==> src/rtl/joypad_pkg.sv <==
// ---------------------------------------------------------------------------
// joypad_pkg
// Shared constants for the 2A03 controller port responder.
//   BTN_A .. BTN_RIGHT : bit positions of each button in a port's button word
//   OPEN_BUS           : value returned on data_out[7:1] during a port read
//   SHIFT_FILL         : bit shifted into bit 7 on each read, so an exhausted
//                        port reads back as 1
// Optional build macro used by the files importing this package:
//   JOYPAD_SYNC_EN     : add two-flop button synchronisers
// ---------------------------------------------------------------------------
package joypad_pkg;

    localparam int unsigned BTN_A      = 0;
    localparam int unsigned BTN_B      = 1;
    localparam int unsigned BTN_SELECT = 2;
    localparam int unsigned BTN_START  = 3;
    localparam int unsigned BTN_UP     = 4;
    localparam int unsigned BTN_DOWN   = 5;
    localparam int unsigned BTN_LEFT   = 6;
    localparam int unsigned BTN_RIGHT  = 7;

    localparam logic [7:0] OPEN_BUS   = 8'h40;
    localparam logic       SHIFT_FILL = 1'b1;

endpackage

==> src/rtl/joypad_if.sv <==
// ---------------------------------------------------------------------------
// joypad_if
// CPU-side bus between the 2A03 core and the controller port responder.
//   addr4016w  : CPU -> port, high for one write cycle to $4016
//   naddr4016r : CPU -> port, low while $4016 (port 0) is being read
//   naddr4017r : CPU -> port, low while $4017 (port 1) is being read
//   data_in    : CPU -> port, write data (only bit 0 is meaningful)
//   data_out   : port -> CPU, read data
//   data_oe    : port -> CPU, high when data_out must drive the bus
// Modports: master (CPU side), slave (joypad_port side).
// ---------------------------------------------------------------------------
interface joypad_if;

    logic       addr4016w;
    logic       naddr4016r;
    logic       naddr4017r;
    logic [7:0] data_in;
    logic [7:0] data_out;
    logic       data_oe;

    modport master (
        output addr4016w,
        output naddr4016r,
        output naddr4017r,
        output data_in,
        input  data_out,
        input  data_oe
    );

    modport slave (
        input  addr4016w,
        input  naddr4016r,
        input  naddr4017r,
        input  data_in,
        output data_out,
        output data_oe
    );

endinterface

==> src/rtl/joypad_shifter.sv <==
// ---------------------------------------------------------------------------
// joypad_shifter
// One controller's 8-bit parallel-in/serial-out button shift register.
//   clock   : system clock, rising edge
//   nreset  : asynchronous active-low reset
//   strobe  : controller strobe latch (1 = continuously reload from buttons)
//   nread   : active-low read strobe for this port
//   buttons : raw button inputs, active high
//   q       : serial bit presented to the CPU
// Build macro JOYPAD_SYNC_EN: when defined, buttons pass through a two-flop
// synchroniser and every internal use takes the synchronised copy.
// ---------------------------------------------------------------------------
module joypad_shifter
    import joypad_pkg::*;
(
    input  logic       clock,
    input  logic       nreset,
    input  logic       strobe,
    input  logic       nread,
    input  logic [7:0] buttons,
    output logic       q
);

    logic [7:0] w_btn;
    logic [7:0] r_shift;
    logic       r_prev;
    logic       w_readEnd;

`ifdef JOYPAD_SYNC_EN
    logic [7:0] r_sync1;
    logic [7:0] r_sync2;

    always_ff @(posedge clock or negedge nreset) begin
        if (!nreset) begin
            r_sync1 <= 8'h00;
            r_sync2 <= 8'h00;
        end else begin
            r_sync1 <= buttons;
            r_sync2 <= r_sync1;
        end
    end

    assign w_btn = r_sync2;
`else
    assign w_btn = buttons;
`endif

    // A read ends when the active-low strobe rises; this fires once per read
    // no matter how long the strobe was held low.
    assign w_readEnd = ~r_prev & nread;

    // strobe is the registered latch value, so on a cycle that also carries a
    // $4016 write this still sees the pre-write strobe.
    always_ff @(posedge clock or negedge nreset) begin
        if (!nreset) begin
            r_prev  <= 1'b1;
            r_shift <= 8'hFF;
        end else begin
            r_prev <= nread;
            if (strobe) begin
                r_shift <= w_btn;
            end else if (w_readEnd) begin
                r_shift <= {SHIFT_FILL, r_shift[7:1]};
            end
        end
    end

    // While strobing, the CPU sees the live A button rather than the register.
    assign q = strobe ? w_btn[BTN_A] : r_shift[0];

endmodule

==> src/rtl/joypad_port.sv <==
// ---------------------------------------------------------------------------
// joypad_port
// Bus-side responder for the two controller ports ($4016/$4017).
//   clock    : system clock, rising edge
//   nreset   : asynchronous active-low reset
//   buttons0 : port 0 buttons, active high (A,B,Select,Start,Up,Down,Left,Right)
//   buttons1 : port 1 buttons, same order
//   bus      : joypad_if.slave - CPU strobes, write data, read data and enable
// Holds the strobe latch, one joypad_shifter per port, and the read mux.
// Build macro JOYPAD_SYNC_EN: enables button synchronisers in the shifters.
// ---------------------------------------------------------------------------
module joypad_port
    import joypad_pkg::*;
(
    input  logic       clock,
    input  logic       nreset,
    input  logic [7:0] buttons0,
    input  logic [7:0] buttons1,
    joypad_if.slave    bus
);

    logic r_strobe;
    logic w_q0;
    logic w_q1;

    // Controller strobe latch; only bit 0 of the write data is meaningful.
    always_ff @(posedge clock or negedge nreset) begin
        if (!nreset) begin
            r_strobe <= 1'b0;
        end else if (bus.addr4016w) begin
            r_strobe <= bus.data_in[0];
        end
    end

    joypad_shifter u_port0 (
        .clock   (clock),
        .nreset  (nreset),
        .strobe  (r_strobe),
        .nread   (bus.naddr4016r),
        .buttons (buttons0),
        .q       (w_q0)
    );

    joypad_shifter u_port1 (
        .clock   (clock),
        .nreset  (nreset),
        .strobe  (r_strobe),
        .nread   (bus.naddr4017r),
        .buttons (buttons1),
        .q       (w_q1)
    );

    assign bus.data_oe = ~bus.naddr4016r | ~bus.naddr4017r;

    // Port 0 wins if both reads are (illegally) active together.
    always_comb begin
        bus.data_out = 8'h00;
        if (!bus.naddr4016r) begin
            bus.data_out = {OPEN_BUS[7:1], w_q0};
        end else if (!bus.naddr4017r) begin
            bus.data_out = {OPEN_BUS[7:1], w_q1};
        end
    end

endmodule

==> src/flat_wrapper.sv <==
// flat-port wrapper written by rule: the top's interface ports become plain ports
module joypad_port_flat import joypad_pkg::*;
  (clock, nreset, buttons0, buttons1, bus_addr4016w, bus_naddr4016r, bus_naddr4017r, bus_data_in, bus_data_out, bus_data_oe);
  joypad_if bus_i ();
  input  logic clock;
  input  logic nreset;
  input  logic [7:0] buttons0;
  input  logic [7:0] buttons1;
  input wire logic [$bits(bus_i.addr4016w)-1:0] bus_addr4016w;
  input wire logic [$bits(bus_i.naddr4016r)-1:0] bus_naddr4016r;
  input wire logic [$bits(bus_i.naddr4017r)-1:0] bus_naddr4017r;
  input wire logic [$bits(bus_i.data_in)-1:0] bus_data_in;
  output wire logic [$bits(bus_i.data_out)-1:0] bus_data_out;
  output wire logic [$bits(bus_i.data_oe)-1:0] bus_data_oe;
  assign bus_i.addr4016w = bus_addr4016w;
  assign bus_i.naddr4016r = bus_naddr4016r;
  assign bus_i.naddr4017r = bus_naddr4017r;
  assign bus_i.data_in = bus_data_in;
  assign bus_data_out = bus_i.data_out;
  assign bus_data_oe = bus_i.data_oe;
  joypad_port u_core (.clock(clock), .nreset(nreset), .buttons0(buttons0), .buttons1(buttons1), .bus(bus_i));
endmodule
==> config.mk <==
export PLATFORM = sky130hd
export DESIGN_NAME = joypad_port_flat
export DESIGN_NICKNAME = d
export VERILOG_FILES = /design/src/rtl/joypad_pkg.sv /design/src/rtl/joypad_if.sv /design/src/rtl/joypad_shifter.sv /design/src/rtl/joypad_port.sv /design/src/flat_wrapper.sv
export SDC_FILE = /design/constraint.sdc
export NUM_CORES = 1
export LEC_CHECK = 0
export BUFFER_PORTS_ARGS = -buffer_cell sky130_fd_sc_hd__buf_2
export CAP_MARGIN = 40
export CORE_MARGIN = 4
export CORE_UTILIZATION = 35
export DETAILED_ROUTE_END_ITERATION = 16
export HOLD_SLACK_MARGIN = 0.02
export PLACE_DENSITY = 0.61
export SLEW_MARGIN = 25
export SYNTH_ARGS = -nofsm -noshare
export SYNTH_HDL_FRONTEND = slang
export SYNTH_SLANG_ARGS = --single-unit
export TNS_END_PERCENT = 10
==> constraint.sdc <==
create_clock -name clock -period 2.3 [get_ports clock]
set_input_delay 0.115 -clock clock [delete_from_list [all_inputs] [get_ports clock]]
set_output_delay 0.115 -clock clock [all_outputs]
set_load 0.005 [all_outputs]
==> out/summary.txt, run 1 <==
Count of buffers from port buffering - 24
Worst reg2reg endpoint - u_core.u_port0.r_shift[6]$_DFFE_PN1P_
Largest net degree at the start of global routing - 39
# rows - 19
Count of cell types in the netlist - 16
RSZ-0062 raised after global routing - no
Register-to-register setup slack - 0.99 ns
R2R depth - 3
Status - completed
Fin. max-slew vios - 0
First-pass DRT Iterations - 4
Power density of the placed cells - 646 nW/µm²
Max incr delay on CP - 0.61 ns
CTS H-tree depth - 1
Die area - 4000 µm²
Critical setup path kind - reg2out
All-Layer GR Usage - 11.0%
Sink Count - 19
Compound-Gate Fraction of Synth Area - 14.7%
Syn_area_per_cell - 11.7 µm²
Reg clk slew, reported paths - 0.11 ns
Remaining global-route overflow - 0
Starting Density - 37.7%
Postcts setup bufs - 0
Endpoints failing hold - 0
Worst skew pair latency - 0.29 ns
Vias per inst - 5.27
Data required, critical path - 2.18 ns
Worst-path fanout max - 38
First-pass GRT wire length - 3530 µm
Final Total Pwr - 0.785 mW
Number of global-route vias before repair - 796
Skew final - 0.00302 ns
Top cell type's share of synthesized area - 44.3%
Top cells by area, synth - dfstp_2 (44%), a221o_1 (13%), nor4bb_1 (13%), nor2b_1 (9.4%), buf_4 (5.6%)
Fmax - 0.590 GHz
Total of warnings raised by yosys - 0
Final setup margin - 0.604 ns
CP Launch Point - u_core.r_strobe$_DFFE_PN0P_
R2R Path Start - u_core.r_strobe$_DFFE_PN0P_
Clock buffer depth - 2
Hold slack final - 0.0512 ns
Cell Area, Synth - 1070 µm²
Cells after synthesis - 91
Peak supply drop - 0.000229 V
Placed cell area - 1160 µm²
Tcrit/Tclk final - 73.7%
Drt drc - 0
Nets@finish - 143
Max cap viols - 0
Fin area - 1210 µm²
Post-Layout Cell Count - 144
Post-synthesis adder-cell area fraction - 0%
Critical Path Sink Type - primary output
Inst Count DP - 137
Dominant cell type by area after synthesis - dfstp_2
Grt met2 use - 17.5%
Leak - 0.509 nW
Period minus WS final - 1.70 ns
Final setup vio count - 0
Fin Setup TNS - 0 ns
Initial antenna violation count - 0
GPL Wtd Cong - 0.690
CTS tree - built
Part of the Yosys area used for sequential elements - 46.7%
Mux cell area share after synthesis - 2.93%
CP max-delay cell - dfrtp_1
Starting DRT DRC Count - 19
Hold Crit Class - in2reg
CP startpoint kind - flip-flop
Total Wirelength - 2040 µm
Diodes inserted - 0
Pre-CTS setup slack - 0.913 ns
Die span in y - 63.2 µm
CP Data Arrival Time - 1.58 ns
Die X - 63.2 µm
Core Area - 2830 µm²
Synth Area in Simple Gates - 25.3%
Share of cells above drive strength 1 - 42.5%
Antenna-violating nets left - 0
Main combinational cell family by area after synthesis - simple AND/OR/NAND/NOR gates
CTS buffer count - 3
CP Cell Sequence - buf_12, mux2i_1, o22ai_1, buf_2
Post-Synth XOR/XNOR Area - 0%
GR peak layer - met2
DP HPWL - 1390 µm
Avg WL per Cell - 14.2 µm
Met1 usage - 13.9%
P&R area growth vs syn - 13.8%
Yosys reg bits - 19
Root Driver - clkbuf_4
Num ports - 38
Grt met3 use - 2.66%
Crit path capture - bus_data_out[0]
Via count - 759
Final core occ - 42.9%
cells in the final DEF, fill, tap and decap left out:
cell           instances
nand2b_1               3
o22ai_1                1
nand2_1                1
nor4bb_1              14
a221o_1               14
clkbuf_4               3
nor2_1                 2
buf_2                 24
clkinv_2               1
nor2b_1               16
mux2_2                 1
mux2i_1                2
dlygate4sd3_1          3
buf_12                 1
dfrtp_1                1
conb_1                 6
dfstp_2               18
a21oi_1                2
worst max-delay path, delay by kind of cell (launching register included):
kind | cells | cell delay (ns)
AO/OA/AOI/OAI | 1 | 0.10
buffers and inverters | 2 | 0.38
flip-flops | 1 | 0.61
multiplexers | 1 | 0.20
flip-flops by register name (all words and copies together), names as in the netlist:
signal / cells
u_core.u_port0.r_shift: 8
u_core.u_port1.r_prev: 1
u_core.u_port0.r_prev: 1
u_core.r_strobe: 1
u_core.u_port1.r_shift: 8
layout make-up:
type                    count  area [µm²]
clock inverters             1        5.00
fillers                   290        1610
multi-input cells          62         480
well taps                  31        38.8
flip-flops and latches     19         498
clock buffers               3        22.5
repair buffers             28         170
layer usage:
metal,share of wire [%],vias up
li1,-,374
met1,47,366
met2,47,17
met3,5.4,2
met4,0.83,0
met5,0,-
worst min path at each step:
| stage | from | depth (start not counted) | endpoint | slack (ns) |
|---|---|---|---|---|
| after floorplan | nreset | 0 | u_core.r_strobe$_DFFE_PN0P_ | -0.18 |
| after global placement | nreset | 1 | u_core.r_strobe$_DFFE_PN0P_ | 0.08 |
| after detailed placement | nreset | 1 | u_core.r_strobe$_DFFE_PN0P_ | 0.08 |
| after CTS | buttons1[4] | 2 | u_core.u_port1.r_shift[4]$_DFFE_PN1P_ | 0.04 |
| after global routing | buttons1[4] | 2 | u_core.u_port1.r_shift[4]$_DFFE_PN1P_ | 0.03 |
| final | buttons0[7] | 3 | u_core.u_port0.r_shift[7]$_DFFE_PN1P_ | 0.05 |
Yosys cell counts, drive strengths merged:
master,count
mux2i,2
nor2b,16
nor4bb,14
conb,1
mux2,1
nand2,1
a221o,14
nor2,2
buf,15
nand2b,3
dfstp,18
dfrtp,1
o22ai,1
a21oi,2
cell families (layout without fill, tap and decap cells):
kind of cell,Yosys count,in the layout
AND/OR/NAND/NOR,36,36
flip-flops,19,19
AO/OA/AOI/OAI,17,17
buffers and inverters,15,32
multiplexers,3,3
other,1,6
where the power goes:
part	switching (mW)	internal (mW)	total [mW]	leakage (nW)
Combinational	0.0697	0.101	0.171	0.290
Clock	0.108	0.0647	0.173	0.0177
Sequential	0.0282	0.413	0.441	0.201
what timing repair did:
| action | 4_1_cts | 5_1_grt |
|---|---|---|
| resized for setup | 0 | 0 |
| hold endpoints to repair | 3 | 0 |
| hold buffers | 3 | 0 |
No activity file was read; power rests on OpenSTA's default activity.
==> run 2, diff against run 1 <==
Clock period 2.3 ns to 1.6 ns, I/O delays scaled along.
==> out/summary.txt, run 2 (synthesized netlist as in run 1, its figures left out) <==
Post-Layout Cell Count - 159
Status - completed
Total Wirelength - 2170 µm
Worst-path fanout max - 14
FILL cells - 268
Remaining global-route overflow - 0
Reg clk slew, reported paths - 0.10 ns
CTS H-tree depth - 1
RSZ-0062 raised after global routing - no
Fin area - 1350 µm²
Tcrit/Tclk final - 94.9%
Initial antenna violation count - 0
Antenna-violating nets left - 0
Sink Count - 19
Peak supply drop - 0.000333 V
Vias per inst - 5.14
Largest net degree at the start of global routing - 26
Avg WL per Cell - 13.7 µm
Clock buffer depth - 2
CTS buffer count - 3
Drt drc - 0
# rows - 19
Data required, critical path - 1.78 ns
GPL Wtd Cong - 0.668
Cts repair resizes - 0
Top flop regs - u_core.u_port0.r_shift: 8 flops, u_core.u_port1.r_shift: 8 flops
CP startpoint kind - flip-flop
Root Driver - clkbuf_4
All-Layer GR Usage - 11.2%
First-pass DRT Iterations - 4
Period minus WS final - 1.52 ns
Count of buffers from port buffering - 24
Placed cell area - 1160 µm²
Inst Count DP - 139
DP HPWL - 1490 µm
P_int - 0.858 mW
Critical setup path kind - reg2reg
Logic gate share of total power - 24.7%
Max cap viols - 0
Die span in y - 63.2 µm
Most common library cell in the layout ignoring fill and taps - buf_2
Hold Crit Class - in2reg
Skew final - 0.00352 ns
Die X - 63.2 µm
Fin Setup TNS - 0 ns
Final setup vio count - 0
Clk pwr share - 20.3%
Final Total Pwr - 1.14 mW
Nets@finish - 158
Core Area - 2830 µm²
Num ports - 38
Fin. max-slew vios - 0
Worst skew pair latency - 0.28 ns
CTS hold repair buffers - 10
Endpoints failing hold - 0
P&R area growth vs syn - 26.1%
CTS tree - built
Leak - 0.565 nW
Final setup margin - 0.0818 ns
Commonest cells after routing, fill and taps aside - buf_2 (24), dfstp_2 (18), nor2b_1 (16), dlygate4sd3_1 (16)
Switch share - 24.7%
Power density of the placed cells - 847 nW/µm²
Die area - 4000 µm²
Pre-CTS setup slack - 0.409 ns
CP Data Arrival Time - 1.70 ns
Flop pwr share - 55.1%
Fmax - 0.659 GHz
Via count - 817
Number of global-route vias before repair - 760
Diodes inserted - 0
NetSw - 0.282 mW
Share of cells above drive strength 1 - 38.3%
Starting Density - 37.7%
Critical Path Sink Type - flip-flop
First-pass GRT wire length - 3590 µm
Postcts setup bufs - 0
Starting DRT DRC Count - 27
-- run 2: cell count changes in the layout (fill, tap and decap cells not counted) --
cell	before	now
dlygate4sd3_1	3	16
buf_4	0	3
buf_12	1	0
clkbuf_1	0	1
clkinv_2	1	0
-- run 2: critical path, cell delays in order, from the launching register on --
cell and delay, ns:
dfrtp_1 0.41, buf_4 0.18, mux2_2 0.27, dlygate4sd3_1 0.55
-- run 2: path summary, 6_finish.rpt --
| kind | to | from | cells past startpoint | slack [ns] |
|---|---|---|---|---|
| max in group asynchronous | u_core.u_port0.r_shift[3]$_DFFE_PN1P_ | nreset | 2 | 1.02 |
| min reg2reg | u_core.u_port0.r_shift[7]$_DFFE_PN1P_ | u_core.u_port0.r_shift[7]$_DFFE_PN1P_ | 2 | 0.51 |
| min in group asynchronous | u_core.r_strobe$_DFFE_PN0P_ | nreset | 2 | 0.25 |
| min | u_core.u_port0.r_shift[5]$_DFFE_PN1P_ | buttons0[5] | 2 | 0.04 |
| max reg2reg | u_core.r_strobe$_DFFE_PN0P_ | u_core.r_strobe$_DFFE_PN0P_ | 3 | 0.08 |
| max | u_core.r_strobe$_DFFE_PN0P_ | u_core.r_strobe$_DFFE_PN0P_ | 3 | 0.08 |
-- run 2: area by class of cell --
type / count / area [µm²] / area share (%)
clock buffers: 4 / 26.3 / 1.95
flip-flops and latches: 19 / 498 / 37.0
well taps: 31 / 38.8 / 2.88
repair buffers: 43 / 303 / 22.5
multi-input cells: 62 / 480 / 35.7
-- run 2: stage by stage --
stage	hold slack, ns	util (%)
after floorplan	-0.216	-
after global placement	0.0388	41.0
after detailed placement	0.0459	41.0
after CTS	0.0204	45.5
after global routing	0.0209	47.6
final	0.0406	47.6
-- run 2: per-layer routing --
layer	vias to the layer above	global-route usage [%]	part of all wire (%)
met5	-	0	0
met4	0	4.85	0.60
met3	2	2.66	5.2
met2	19	17.7	50
met1	391	14.7	44
li1	405	-	-
-- run 2: power by group through the flow --
stage / Combinational [mW] / Clock, mW / Sequential, mW
CTS: 0.271 / 0.253 / 0.627
global route: 0.312 / 0.279 / 0.639
global placement: 0.244 / 0 / 0.631
detailed placement: 0.251 / 0 / 0.634
finish: 0.281 / 0.231 / 0.628
floorplan: 0.203 / 0 / 0.622
